[config.mk]
export PLATFORM = sky130hd
export DESIGN_NAME = difftest_commit_queue
export DESIGN_NICKNAME = d
export VERILOG_FILES = /design/src/rtl/difftest_commit_queue.sv
export SDC_FILE = /design/constraint.sdc
export NUM_CORES = 2
export LEC_CHECK = 0
export CAP_MARGIN = 30
export CORE_ASPECT_RATIO = 1.5
export CORE_MARGIN = 5
export CORE_UTILIZATION = 40
export CTS_BUF_LIST = sky130_fd_sc_hd__clkbuf_8
export DETAILED_ROUTE_END_ITERATION = 10
export HOLD_SLACK_MARGIN = 0.12
export REMOVE_ABC_BUFFERS = 1
export SKIP_CTS_REPAIR_TIMING = 1
export SYNTH_ARGS = -nofsm -noshare
export SYNTH_HDL_FRONTEND = slang
export SYNTH_HIERARCHICAL = 1
export SYNTH_SLANG_ARGS = --single-unit
export TNS_END_PERCENT = 1
[constraint.sdc]
create_clock -name clock -period 14.1 [get_ports clock]
set_clock_uncertainty 0.15 [all_clocks]
set_input_delay 1.41 -clock clock [delete_from_list [all_inputs] [get_ports clock]]
set_output_delay 1.41 -clock clock [all_outputs]
set_load 0.005 [all_outputs]
[src/rtl/difftest_commit_queue.sv]
// difftest_commit_queue: multi-lane retire buffer feeding Difftest commit probes.
// Retired lanes are packed in program order into a DEPTH-entry FIFO and drained
// up to COMMIT_WIDTH per cycle into registered commit lanes. A trap opcode
// (7'h6b) truncates its pop group, latches trap info and freezes the queue.
// Optional feature macro: COMMIT_SKIP_EN (per-entry difftest skip bit).

// Per-lane commit output register; holds its last value when not loaded.
module difftest_commit_lane #(
  parameter int XLEN = 64
) (
  input  logic            clock,
  input  logic            reset,
  input  logic            ld,
  input  logic [XLEN-1:0] e_pc,
  input  logic [31:0]     e_inst,
  input  logic            e_wen,
  input  logic [4:0]      e_wdest,
  input  logic [XLEN-1:0] e_wdata,
`ifdef COMMIT_SKIP_EN
  input  logic            e_skip,
  output logic            cmt_skip,
`endif
  output logic [XLEN-1:0] cmt_pc,
  output logic [31:0]     cmt_inst,
  output logic            cmt_wen,
  output logic [7:0]      cmt_wdest,
  output logic [XLEN-1:0] cmt_wdata
);

  // Capture the head entry when this lane commits, otherwise hold.
  always_ff @(posedge clock) begin
    if (reset) begin
      cmt_pc    <= '0;
      cmt_inst  <= '0;
      cmt_wen   <= 1'b0;
      cmt_wdest <= '0;
      cmt_wdata <= '0;
`ifdef COMMIT_SKIP_EN
      cmt_skip  <= 1'b0;
`endif
    end else if (ld) begin
      cmt_pc    <= e_pc;
      cmt_inst  <= e_inst;
      cmt_wen   <= e_wen;
      cmt_wdest <= {3'b000, e_wdest};
      cmt_wdata <= e_wdata;
`ifdef COMMIT_SKIP_EN
      cmt_skip  <= e_skip;
`endif
    end
  end

endmodule

module difftest_commit_queue #(
  parameter int COMMIT_WIDTH = 2,
  parameter int DEPTH        = 8,
  parameter int XLEN         = 64
) (
  input  logic                                  clock,
  input  logic                                  reset,
  input  logic [COMMIT_WIDTH-1:0]               in_valid,
  input  logic [COMMIT_WIDTH-1:0][XLEN-1:0]     in_pc,
  input  logic [COMMIT_WIDTH-1:0][31:0]         in_inst,
  input  logic [COMMIT_WIDTH-1:0]               in_wen,
  input  logic [COMMIT_WIDTH-1:0][4:0]          in_wdest,
  input  logic [COMMIT_WIDTH-1:0][XLEN-1:0]     in_wdata,
  input  logic [COMMIT_WIDTH-1:0][7:0]          in_a0,
  input  logic [COMMIT_WIDTH-1:0]               in_skip,
  output logic                                  in_ready,
  output logic [COMMIT_WIDTH-1:0]               cmt_valid,
  output logic [COMMIT_WIDTH-1:0][XLEN-1:0]     cmt_pc,
  output logic [COMMIT_WIDTH-1:0][31:0]         cmt_inst,
  output logic [COMMIT_WIDTH-1:0]               cmt_wen,
  output logic [COMMIT_WIDTH-1:0][7:0]          cmt_wdest,
  output logic [COMMIT_WIDTH-1:0][XLEN-1:0]     cmt_wdata,
  output logic [COMMIT_WIDTH-1:0]               cmt_skip,
  output logic                                  trap_valid,
  output logic [7:0]                            trap_code,
  output logic [XLEN-1:0]                       trap_pc,
  output logic [63:0]                           cycle_cnt,
  output logic [63:0]                           instr_cnt,
  output logic                                  overflow_err
);

  localparam int PW = $clog2(DEPTH);
  localparam int CW = PW + 1;

  typedef struct packed {
    logic [XLEN-1:0] pc;
    logic [31:0]     inst;
    logic            wen;
    logic [4:0]      wdest;
    logic [XLEN-1:0] wdata;
    logic [7:0]      a0;
`ifdef COMMIT_SKIP_EN
    logic            skip;
`endif
  } ent_t;

  ent_t                          mem [DEPTH];
  ent_t [COMMIT_WIDTH-1:0]       new_ent, head;
  ent_t                          trap_ent;
  logic [PW-1:0]                 wr_ptr, rd_ptr;
  logic [CW-1:0]                 count;
  logic [COMMIT_WIDTH-1:0][2:0]  off;
  logic [2:0]                    push_n, pop_n, avail;
  logic [COMMIT_WIDTH-1:0]       cmt_mask;
  logic                          trap_seen, trap_hit, stop;

`ifndef COMMIT_SKIP_EN
  logic unused_skip;
  assign unused_skip = ^in_skip;
`endif

  // No same-cycle pop credit: a full group must fit against the pre-pop count.
  assign in_ready   = (count <= CW'(DEPTH - COMMIT_WIDTH)) && !trap_seen;
  assign trap_valid = trap_seen;

  // Compaction offsets and entry formatting for the incoming retire group.
  always_comb begin
    push_n  = '0;
    off     = '0;
    new_ent = '0;
    for (int i = 0; i < COMMIT_WIDTH; i++) begin
      off[i]           = push_n;
      push_n           = push_n + 3'(in_valid[i]);
      new_ent[i].pc    = in_pc[i];
      new_ent[i].inst  = in_inst[i];
      new_ent[i].wen   = in_wen[i];
      new_ent[i].wdest = in_wdest[i];
      new_ent[i].wdata = in_wdata[i];
      new_ent[i].a0    = in_a0[i];
`ifdef COMMIT_SKIP_EN
      new_ent[i].skip  = in_skip[i];
`endif
    end
    if (!in_ready) push_n = '0;
  end

  // Pop group: up to min(count, W) head entries, cut after the first trap.
  always_comb begin
    avail    = trap_seen ? 3'd0 :
               (count >= CW'(COMMIT_WIDTH)) ? 3'(COMMIT_WIDTH) : 3'(count);
    pop_n    = '0;
    trap_hit = 1'b0;
    trap_ent = '0;
    stop     = 1'b0;
    head     = '0;
    cmt_mask = '0;
    for (int i = 0; i < COMMIT_WIDTH; i++) begin
      head[i] = mem[rd_ptr + PW'(i)];
      if (!stop && (3'(i) < avail)) begin
        pop_n       = pop_n + 3'd1;
        cmt_mask[i] = 1'b1;
        if (head[i].inst[6:0] == 7'h6b) begin
          stop     = 1'b1;
          trap_hit = 1'b1;
          trap_ent = head[i];
        end
      end
    end
  end

  // FIFO storage writes; contents need no reset since count gates reads.
  always_ff @(posedge clock) begin
    if (in_ready) begin
      for (int i = 0; i < COMMIT_WIDTH; i++)
        if (in_valid[i]) mem[wr_ptr + PW'(off[i])] <= new_ent[i];
    end
  end

  // Pointers, occupancy, trap latch, sticky error and counters.
  always_ff @(posedge clock) begin
    if (reset) begin
      wr_ptr       <= '0;
      rd_ptr       <= '0;
      count        <= '0;
      cmt_valid    <= '0;
      trap_seen    <= 1'b0;
      trap_code    <= '0;
      trap_pc      <= '0;
      cycle_cnt    <= '0;
      instr_cnt    <= '0;
      overflow_err <= 1'b0;
    end else begin
      wr_ptr    <= wr_ptr + PW'(push_n);
      rd_ptr    <= rd_ptr + PW'(pop_n);
      count     <= count + CW'(push_n) - CW'(pop_n);
      cmt_valid <= cmt_mask;
      if (|in_valid && !in_ready) overflow_err <= 1'b1;
      if (trap_hit) begin
        trap_seen <= 1'b1;
        trap_code <= trap_ent.a0;
        trap_pc   <= trap_ent.pc;
      end
      if (!trap_seen) begin
        cycle_cnt <= cycle_cnt + 64'd1;
        instr_cnt <= instr_cnt + 64'(pop_n);
      end
    end
  end

  for (genvar g = 0; g < COMMIT_WIDTH; g++) begin : g_lane
    difftest_commit_lane #(.XLEN(XLEN)) u_lane (
      .clock     (clock),
      .reset     (reset),
      .ld        (cmt_mask[g]),
      .e_pc      (head[g].pc),
      .e_inst    (head[g].inst),
      .e_wen     (head[g].wen),
      .e_wdest   (head[g].wdest),
      .e_wdata   (head[g].wdata),
`ifdef COMMIT_SKIP_EN
      .e_skip    (head[g].skip),
      .cmt_skip  (cmt_skip[g]),
`endif
      .cmt_pc    (cmt_pc[g]),
      .cmt_inst  (cmt_inst[g]),
      .cmt_wen   (cmt_wen[g]),
      .cmt_wdest (cmt_wdest[g]),
      .cmt_wdata (cmt_wdata[g])
    );
  end

`ifndef COMMIT_SKIP_EN
  assign cmt_skip = '0;
`endif

endmodule

==> impl_metrics.py <==
metrics = {
    "sta": {
        "worst_pin_slew_ns": 1.53,
        "relSlewSlack": -0.0195,
        "period_needed_ns": 7.39,
        "grt_setup_unrepaired": "false",
        "hold_viol": 0,
        "timing.final.crit_share": 0.524,
        "setup_viol": 0,
        "slew_violations": 24,
        "max_freq_ghz": 0.135,
        "fin_tns_setup_ns": 0,
        "timing.hold.ws_ns": 0.343,
        "post-route-worst-setup-slack_ns": 6.71,
    },
    "cells_and_area": {
        "drive_gt1_frac": 0.355,
        "regArea_um2": 52700,
        "final_cell_area_um2": 120000,
        "multi_input_area_um2": 46200,
        "fin_nets": 8139,
        "stdcell_count": 11400,
        "syn_to_final_growth_pct": 17.6,
        "fin_util": 0.473,
        "nFillCells": 22400,
    },
    "floorplan": {
        "core_um2": 253000,
        "fp.dieArea_um2": 265000,
        "die_x_um": 422,
        "ios": 899,
        "rows": 226,
        "die_h_um": 628,
        "initial_core_util": 0.402,
    },
    "detailed_routing": {
        "drcViolationCount": 0,
        "viasPerCell": 5.88,
        "vias": 66900,
        "drt_iter0_markers": 4954,
        "drt-total-wl_um": 345000,
        "wl_per_cell_um": 30.3,
        "dr.pass1.iters": 6,
        "ant_nets": 0,
    },
    "hold_path": {
        "min-delay-start": "g_lane[0].u_lane/cmt_inst[12]",
        "holdPathStages": 2,
        "worstHoldEndpoint": "g_lane[0].u_lane/cmt_inst[12]",
        "hold_path.class": "reg -> reg",
    },
    "clock_network": {
        "cts-root-buf": "clkbuf_8",
        "clkTransAtPathRegs_ns": 0.06,
        "cts_tree": "built",
        "clk_path_buf_depth": 4,
        "clock_latency_ns": 1.01,
        "cts_sinks": 1938,
        "htreeDepth": 5,
        "numCtsBuffers": 325,
    },
    "placement": {
        "placed_cells": 10700,
        "post-place-ws_ns": 6.81,
        "placed_cell_area_um2": 113000,
        "dp_hpwl_um": 206000,
        "gp_congestion": 0.822,
        "port-buffer-count": 888,
    },
    "synthesis": {
        "synth.top_cell.area_share": 0.411,
        "ys_types": 67,
        "yosys.area.top_type": "edfxtp_1",
        "syn_area_um2": 102000,
        "ys.warnings.count": 6,
        "ys_ff_latch": 1938,
        "synthFlopType": "edfxtp_1",
        "avgSynthCellArea_um2": 14.6,
        "netlist_instances": 6950,
        "synth_area_leaders": "edfxtp_1, mux2_2, mux4_2",
        "ys_seq_area_frac": 0.518,
        "synthArstFlopShare": 0,
        "synth-edff-count": 1392,
    },
    "critical_path": {
        "r2r_slack_ns": 6.71,
        "cp_max_fo": 73,
        "endpoint_kind": "flop",
        "worstSetupPathType": "reg -> reg",
        "rr_worst_depth": 15,
        "required_ns": 14.82,
        "reg2reg_to": "instr_cnt[62]",
        "arrival_ns": 8.11,
        "start_kind": "flop",
        "critPathLaunch": "rd_ptr[0]",
        "r2r_start": "rd_ptr[0]",
    },
    "global_routing": {
        "grt_max_degree": 133,
        "use_met3": 0.0574,
        "grt.busiest_layer": "met2",
        "grtUsageMet1": 0.308,
        "grt_pass1_wl_um": 497000,
        "overflow": 0,
        "antenna_found_initial": 100,
        "grt_use_met2": 0.438,
        "grt_pass1_vias": 70400,
        "grt_use_total": 0.253,
    },
    "run_status": {
        "status": "finished with violations",
        "violations": "slew limit",
    },
    "power_and_ir_drop": {
        "power_mw": 23.8,
        "irDropWorstVdd_v": 0.000213,
        "power.density_nw_per_um2": 199,
        "p_leak_nw": 41.6,
    },
    "run": {
        "max-cap-violations": 0,
    },
}
## cells by family after synthesis
| logic type | after synthesis | share of synthesized area |
|---|---|---|
| AND/OR/NAND/NOR | 1460 | 0.0655 |
| multiplexers | 2634 | 0.361 |
| other | 3 | 0.000111 |
| AO/OA/AOI/OAI | 230 | 0.0143 |
| adder cells (fa/ha/maj) | 22 | 0.00293 |
| XOR/XNOR | 91 | 0.00802 |
| buffers and inverters | 572 | 0.0300 |
| flip-flops | 1938 | 0.518 |
## power breakdown
group / total (mW) / internal [mW] / switching, mW
Clock: 4.78 / 2.38 / 2.40
Sequential: 8.25 / 7.59 / 0.664
Combinational: 10.7 / 4.87 / 5.87
Total: 23.8 / 14.8 / 8.94
## how the worst max path moves through the flow
| stage | cells past startpoint | to |
|---|---|---|
| after global placement | 15 | instr_cnt[60] |
| after CTS | 15 | instr_cnt[62] |
| after detailed placement | 15 | instr_cnt[62] |
| after floorplan | 13 | instr_cnt[56] |
| final | 15 | instr_cnt[62] |
| after global routing | 15 | instr_cnt[62] |
## per-layer routing
| metal | up-vias | wire length [µm] |
|---|---|---|
| li1 | 28700 | - |
| met1 | 35000 | 134000 |
| met2 | 2507 | 173000 |
| met3 | 646 | 25200 |
| met4 | 52 | 13200 |
| met5 | - | 356 |
## Yosys cell counts, drive strengths merged (24+ instances only)
cell	n
clkbuf	236
edfxtp	1392
nand4	57
nor3	98
buf	308
dfxtp	546
inv	27
mux2	1583
nand2	533
a21oi	92
o31ai	72
nor2b	25
xnor2	27
nor3b	29
nand2b	68
and3	24
mux2i	384
mux4	667
nor2	459
nand3	59
xor2	64
## final cells by class
class / count / share of cell area
inverters: 28 / 0.000941
repair buffers: 1025 / 0.0862
clock buffers: 363 / 0.0418
clock inverters: 218 / 0.00816
well taps: 3306 / 0.0346
multi-input cells: 4445 / 0.386
flip-flops and latches: 1938 / 0.441
diodes: 54 / 0.00113
## state kept, by name (all words and copies together) (netlist names), 4 cells and up
name,count
mem,1392
g_lane.u_lane/cmt_pc,128
g_lane.u_lane/cmt_wdata,128
cycle_cnt,64
g_lane.u_lane/cmt_inst,64
instr_cnt,64
trap_pc,64
g_lane.u_lane/cmt_wdest,10
trap_code,8
count,4
## cell usage in the layout (no fill, tap or decap), types with 16 or more instances in the layout
cell                n
nor3_1             97
diode_2            54
a21oi_1            92
clkdlybuf4s50_1   887
mux2_2           1579
inv_1             171
and4_1             16
clkbuf_8          363
nand2_1           528
nand3_1            58
nor2b_1            25
mux2i_1           384
xnor2_1            26
buf_4             109
nor2_1            458
mux4_2            667
nand2b_1           68
edfxtp_1         1392
dfxtp_1           543
buf_12             20
nand4_1            55
o21ai_0            17
ha_1               18
clkinv_1           27
and3_1             20
nor3b_1            29
xor2_1             63
o31ai_1            70
clkinv_2           29
## critical path: stages, from the launching register on
cell and delay (ns):
dfxtp_4 0.81, buf_4 0.85, buf_4 0.68, mux4_2 0.59
mux2_2 0.31, nor4_2 0.58, a31oi_4 0.34, buf_4 0.42
ha_1 0.44, ha_1 0.19, ha_1 0.14, a21oi_1 0.06
and3b_1 0.58, nand3_1 0.27, or4_1 0.55, a21oi_1 0.18
(Power assumes the default switching activity.)
